**src/rtl/univ_shift_reg.sv**
```systemverilog
// univ_shift_reg: N-bit universal register with an autonomous LSB-first serialiser.
//
// Ports:
//   clk    - clock; all state updates on the rising edge
//   rst    - synchronous active-high reset
//   en     - global enable; low freezes po, counter and FSM (done still clears)
//   mode   - operation select, honoured only while idle:
//            000 hold, 001 load, 010 shl, 011 shr, 100 rotl, 101 rotr, 110 ashr, 111 clear
//   pi     - parallel data in
//   sin_l  - serial bit entering at the MSB on right shifts (and while serialising)
//   sin_r  - serial bit entering at the LSB on left shifts
//   start  - begin serialising pi; only sampled while idle, wins over mode
//   po     - registered contents
//   sout   - po[0]
//   busy   - registered, high while serialising
//   done   - registered one-cycle pulse after the last serial bit
module univ_shift_reg #(
    parameter int unsigned N = 8
) (
    input  logic         clk,
    input  logic         rst,
    input  logic         en,
    input  logic [2:0]   mode,
    input  logic [N-1:0] pi,
    input  logic         sin_l,
    input  logic         sin_r,
    input  logic         start,
    output logic [N-1:0] po,
    output logic         sout,
    output logic         busy,
    output logic         done
);

    localparam int unsigned CW = $clog2(N);
    localparam logic [CW-1:0] CntLast = CW'(N - 1);

    typedef enum logic [0:0] {
        StIdle,
        StShift
    } state_e;

    state_e         state_q;
    logic [N-1:0]   po_q;
    logic [CW-1:0]  cnt_q;
    logic           busy_q;
    logic           done_q;
    logic [N-1:0]   mode_po;

    // Result of the idle-state mode operation on the current contents.
    always_comb begin
        mode_po = po_q;
        unique case (mode)
            3'b000: mode_po = po_q;
            3'b001: mode_po = pi;
            3'b010: mode_po = {po_q[N-2:0], sin_r};
            3'b011: mode_po = {sin_l, po_q[N-1:1]};
            3'b100: mode_po = {po_q[N-2:0], po_q[N-1]};
            3'b101: mode_po = {po_q[0], po_q[N-1:1]};
            3'b110: mode_po = {po_q[N-1], po_q[N-1:1]};
            3'b111: mode_po = '0;
            default: mode_po = po_q;
        endcase
    end

    always_ff @(posedge clk) begin
        if (rst) begin
            state_q <= StIdle;
            po_q    <= '0;
            cnt_q   <= '0;
            busy_q  <= 1'b0;
            done_q  <= 1'b0;
        end else if (!en) begin
            // Stall: everything holds except the done pulse, which never outlives one cycle.
            done_q <= 1'b0;
        end else begin
            unique case (state_q)
                StIdle: begin
                    done_q <= 1'b0;
                    if (start) begin
                        po_q    <= pi;
                        cnt_q   <= '0;
                        state_q <= StShift;
                        busy_q  <= 1'b1;
                    end else begin
                        po_q <= mode_po;
                    end
                end
                StShift: begin
                    po_q <= {sin_l, po_q[N-1:1]};
                    if (cnt_q == CntLast) begin
                        state_q <= StIdle;
                        busy_q  <= 1'b0;
                        done_q  <= 1'b1;
                    end else begin
                        cnt_q  <= cnt_q + CW'(1);
                        done_q <= 1'b0;
                    end
                end
                default: begin
                    state_q <= StIdle;
                    busy_q  <= 1'b0;
                    done_q  <= 1'b0;
                end
            endcase
        end
    end

    assign po   = po_q;
    assign sout = po_q[0];
    assign busy = busy_q;
    assign done = done_q;

endmodule
```
**config.mk**
```make
export PLATFORM = sky130hd
export DESIGN_NAME = univ_shift_reg
export DESIGN_NICKNAME = d
export VERILOG_FILES = /design/src/rtl/univ_shift_reg.sv
export SDC_FILE = /design/constraint.sdc
export NUM_CORES = 1
export LEC_CHECK = 0
export BUFFER_PORTS_ARGS = -buffer_cell sky130_fd_sc_hd__clkbuf_2
export CAP_MARGIN = 40
export CORE_MARGIN = 2
export CORE_UTILIZATION = 45
export CTS_CLUSTER_SIZE = 10
export DETAILED_ROUTE_END_ITERATION = 10
export GPL_TIMING_DRIVEN = 1
export PLACE_DENSITY = 0.73
export SLEW_MARGIN = 10
export SYNTH_ARGS = -nofsm -noshare
export SYNTH_HDL_FRONTEND = slang
export SYNTH_SLANG_ARGS = --single-unit
```
**constraint.sdc**
```tcl
create_clock -name clk -period 4.8 [get_ports clk]
set_clock_uncertainty 0.15 [all_clocks]
set_input_delay 0.96 -clock clk [delete_from_list [all_inputs] [get_ports clk]]
set_output_delay 0.96 -clock clk [all_outputs]
set_load 0.01 [all_outputs]
```
# Word-level counts from Yosys, hierarchy flattened
# Index checks and enable logic that the tools add are counted.
# op_classes
add_sub_neg	1
eq_ne	13
n_mux	14
bitwise_logic	2
n_reduce_logical	6
# op_table
operator	count
$pmux 8 s7	1
$pmux 8 s2	1
$eq 3x3->1 const B	5
$reduce_and 3->1	3
$mux 8	1
$eq 3x2->1 const B	2
$mux 3	2
$ne 3x3->1 const B	2
$pmux 1 s2	3
$pmux 3 s2	1
$mux 1	5
$ne 2x2->1 const B	2
$add 3x1->3 const B	1
$eq 3x1->1 const B	1
$logic_not 3->1	1
$ne 2x1->1 const B	1
$not 1->1	2
$reduce_and 2->1	1
$reduce_or 2->1	1
# totals
reg_bits	14
elab_cells	42

# Logic depth before layout (Yosys ltp)
# depth
ltp_word	4
depth_mapped	6
depth_no_buf	6

# Worst setup path before layout
# Ideal clock, no wire load.
# synth_timing
path_type	input-to-reg
from	input port mode[0]
to	register po_q[0], in the netlist po[0]
setup_ns	0.120
arrival_time_ns	1.882
slack_ns	2.648
cell_stages	5
path_cell_list	or3_4 > o31ai_4 > buf_6 > a21oi_2 > o31a_1
# synth_via
elab_chain_len	4
elab_cells_between_ends	13
# synth_rtl
item	line	text
start: declaration	23	input logic [2:0] mode,
$eq 3x3->1, or another cell as far along	52	unique case (mode)
$pmux 8 s7	52	
$mux 8	79	if (start) begin
$pmux 8 s2	76	unique case (state_q)
end signal: assignment	80	po_q <= pi;
end signal: assignment	85	po_q <= mode_po;
end signal: assignment	89	po_q <= {sin_l, po_q[N-1:1]};
end: declaration	43	logic [N-1:0] po_q;
# Several ways; a longest one is shown, not always the timed one.
# A chain may end at the register's enable or synchronous reset.

# Worst setup path in the final report
# Ends and elaborated chain as after synthesis.

==> results.py <==
metrics = {
    "timing": {
        "fin_crit_ps": 2231,
        "max_freq_mhz": 448.3,
        "fin_setup_tns_ps": 0,
        "setup_viol": 0,
        "finalCritPeriodShare_pct": 46.47,
        "hold_viol": 0,
        "rsz0062_at_grt": "false",
        "slew_headroom_pct": 51.01,
        "final_max_slew_viol_count": 0,
        "worst_slew_pin_slew_ps": 733.8,
    },
    "synthesis": {
        "synth_area_um2": 1017,
        "synthArstFlopShare_pct": 0,
        "syn_inst": 111,
        "synth-adder-area-share_pct": 2.460,
        "syn_area_per_cell_um2": 9.164,
        "synth_cell_types": 35,
        "yosysMostFrequentCell": "dfxtp_1",
        "yosys_warnings": 0,
        "ys_seq_area_share_pct": 27.55,
        "synth_top_family_by_area": "compound AO/OA/AOI/OAI gates",
        "yosys-top-cells-count": "14 x dfxtp_1, 13 x nor2b_1, 10 x nand3b_1",
        "ys_ff_latch": 14,
        "yosysTopAreaCell": "dfxtp_1",
        "synth_edf_count": 0,
        "synth_fp_nets": 130,
        "synth_top_area_share_pct": 27.55,
        "synthTopCellsByArea": "dfxtp_1 28%, nor2b_1 8.0%, nand3b_1 7.4%",
        "synth_compound_area_share_pct": 30.14,
        "synth_flop_cell": "dfxtp_1",
        "synth_xor_xnor_area_share_pct": 3.567,
        "yosys-mux-area-fraction_pct": 2.214,
        "yosys.area_share.simple_pct": 26.45,
    },
    "worst_setup_path": {
        "cp_slowest_stage_delay_ps": 510,
        "start_kind": "primary input",
        "required_ps": 4830,
        "criticalPathCategory": "in -> reg",
        "cp_data_arrival_time_ps": 2260,
        "crit_family": "compound AO/OA/AOI/OAI gates",
        "worstReg2RegStart": "state_q$_SDFFE_PP0P_",
        "path_cells": "clkbuf_2, or3_4, o31ai_4, a21oi_2, o31a_1",
        "worstSetupEndpointType": "flip-flop",
        "cpMaxStageDelayCell": "o31ai_4",
        "critPathBufInv": 1,
        "critical_path_peak_fanout": 14,
        "cp-startpoint": "mode[0]",
    },
    "power_and_ir_drop": {
        "power_leakage_nw": 0.4389,
        "power.internal_w": 0.0002017,
        "p_clk_share_pct": 29.8,
        "pwr-share-seq_pct": 46.4,
        "p_switching_w": 0.00008777,
        "p_comb_share_pct": 23.8,
        "p_sw_share_pct": 30.32,
        "ir_worst_vdd_mv": 0.2684,
        "power_density_nw_per_um2": 251.7,
    },
    "route": {
        "post_drt_wl_per_cell_um": 13.67,
        "via_per_inst": 5.813,
        "vias": 930,
        "dr.pass1.iters": 4,
        "drt_iter0_drc": 24,
        "drtAntennaViolNets": 0,
        "drc": 0,
        "drt_wl_total_um": 2187,
    },
    "placed_design": {
        "dpl_cell_area_um2": 1114,
        "dp_cells": 156,
        "dp_hpwl_um": 1574,
        "io_buffers": 27,
        "gp_congestion": 0.7233,
    },
    "clock_tree": {
        "cts_hold_buf": 0,
        "cts-buffers-inserted": 3,
        "worstSkewPairLatency_ps": 280,
        "clk_pin_slew_ps": 90,
        "cts_resized": 0,
        "cts_tree": "done",
        "htree_levels": 1,
        "cts-root-buf": "clkbuf_4",
        "clock-sinks": 14,
        "cts_setup_buffers": 0,
        "clockBufferDepth": 2,
    },
    "final_layout": {
        "final_layout_size_suffix_gt1_share_pct": 28.79,
        "fin_area_um2": 1150,
        "num_antenna_cells": 0,
        "final_core_util_pct": 53.00,
        "finalNonFillerCells": 160,
        "num-fill-cells": 222,
        "nets": 152,
        "syn_to_final_growth_pct": 13.04,
    },
    "floorplanning": {
        "coreArea_um2": 2170,
        "start_util_pct": 46.89,
        "die_h_um": 51.55,
        "ios": 28,
        "num_rows": 17,
        "fp.dieW_um": 51.55,
        "fp.dieArea_um2": 2657,
    },
    "grt": {
        "antenna_found_initial": 0,
        "met3_usage_pct": 5.172,
        "grt_start_max_net_pins": 26,
        "grt.met1_usage_pct": 20.39,
        "met2_usage_pct": 29.27,
        "grt_pass1_wl_um": 3339,
        "top_usage_layer": "met2",
        "gr-total-overflow": 0,
        "grt_pass1_vias": 781,
        "track_usage_pct": 16.84,
    },
    "run_status": {
        "status": "finished, final reports clean",
    },
    "flow_run": {
        "maxCapViolations": 0,
    },
    "hold_path": {
        "min_path_type": "reg -> reg",
        "holdCritStartpoint": "cnt_q[1]$_SDFFE_PP0P_",
    },
}
## per-stage QoR
stage | hold WS [ps] | setup WS, ps | power [W]
6_report | 313.9 | 2569 | 0.0002894
5_1_grt | 354.2 | 2451 | 0.0003044
4_1_cts | 318.3 | 2559 | 0.0002907
3_5_place_dp | 305.7 | 2263 | 0.0002058
3_3_place_gp | 294.4 | 2308 | 0.0002043
2_1_floorplan | 285.6 | 2648 | 0.0001876
## worst min-delay path, cell delays in order, from the launching register on
cell,delay (ps)
dfxtp_1,320
nand2_1,50
a21oi_1,50
## area by class of cell
class                   count  area [µm²]  area share (%)
inverters                   1       3.754          0.3264
well taps                  28       35.03           3.047
flip-flops and latches     14       280.3           24.37
repair buffers             27       135.1           11.75
multi-input cells          86       659.4           57.35
clock buffers               4       36.28           3.156
## cell families (layout without fill, tap and decap cells)
| family | after synthesis | count (layout) |
|---|---|---|
| buffers and inverters | 11 | 32 |
| XOR/XNOR | 2 | 2 |
| AND/OR/NAND/NOR | 44 | 44 |
| AO/OA/AOI/OAI | 37 | 37 |
| adder cells (fa/ha/maj) | 2 | 2 |
| multiplexers | 1 | 1 |
| flip-flops | 14 | 14 |
## state kept, by name, summed over array words and instances, names as in the netlist
| signal | count |
|---|---|
| done | 1 |
| cnt_q | 3 |
| po | 8 |
| busy | 1 |
| state_q | 1 |
## layout by cell type (no fill, tap or decap)
| cell | Yosys | layout |
|---|---|---|
| clkbuf_2 | 0 | 27 |
| dfxtp_1 | 14 | 14 |
| nor2b_1 | 13 | 13 |
| nand3b_1 | 10 | 10 |
| a21oi_1 | 7 | 7 |
| nand2_1 | 6 | 6 |
| nor2_1 | 6 | 6 |
| a32o_1 | 6 | 6 |
| a211oi_1 | 6 | 6 |
| o41ai_1 | 6 | 6 |
| nand2b_1 | 3 | 3 |
| clkbuf_4 | 1 | 3 |
| nor3b_1 | 2 | 2 |
| a21boi_0 | 2 | 2 |
| nand4_1 | 2 | 2 |
| ha_1 | 2 | 2 |
| xnor2_1 | 1 | 1 |
| mux2i_4 | 1 | 1 |
| xor2_4 | 1 | 1 |
| o21bai_2 | 1 | 1 |
| or3_4 | 1 | 1 |
| o31ai_4 | 1 | 1 |
| o221ai_1 | 1 | 1 |
| o21a_1 | 1 | 1 |
| a22oi_1 | 1 | 1 |
| a311oi_1 | 1 | 1 |
| a211o_2 | 1 | 1 |
| a31oi_1 | 1 | 1 |
| inv_1 | 1 | 1 |
| a21oi_2 | 1 | 1 |
| o31a_1 | 1 | 1 |
| nor4bb_1 | 1 | 1 |
| clkbuf_8 | 0 | 1 |
## layer usage
layer | routed length (µm) | up-vias
met1 | 940 | 435
li1 | - | 466
met5 | 0 | -
met2 | 1099 | 27
met3 | 135 | 2
met4 | 12 | 0
## power groups by stage
stage	Sequential, W	Clock [W]	Combinational [W]
final	0.000134	0.0000863	0.0000690
after global routing	0.000136	0.0000926	0.0000761
after CTS	0.000134	0.0000873	0.0000693
after detailed placement	0.000137	0	0.0000690
after global placement	0.000136	0	0.0000679
after floorplan	0.000135	0	0.0000524
## worst paths after layout
kind | endpoint | slack [ps] | depth (start not counted)
setup reg to reg | po[0]$_SDFFE_PP0P_ | 2750 | 4
hold reg to reg | cnt_q[1]$_SDFFE_PP0P_ | 310 | 2
setup / recovery | po[0]$_SDFFE_PP0P_ | 2570 | 5
hold / removal | cnt_q[1]$_SDFFE_PP0P_ | 310 | 2
Note: power is estimated with default switching activity, not from simulation.
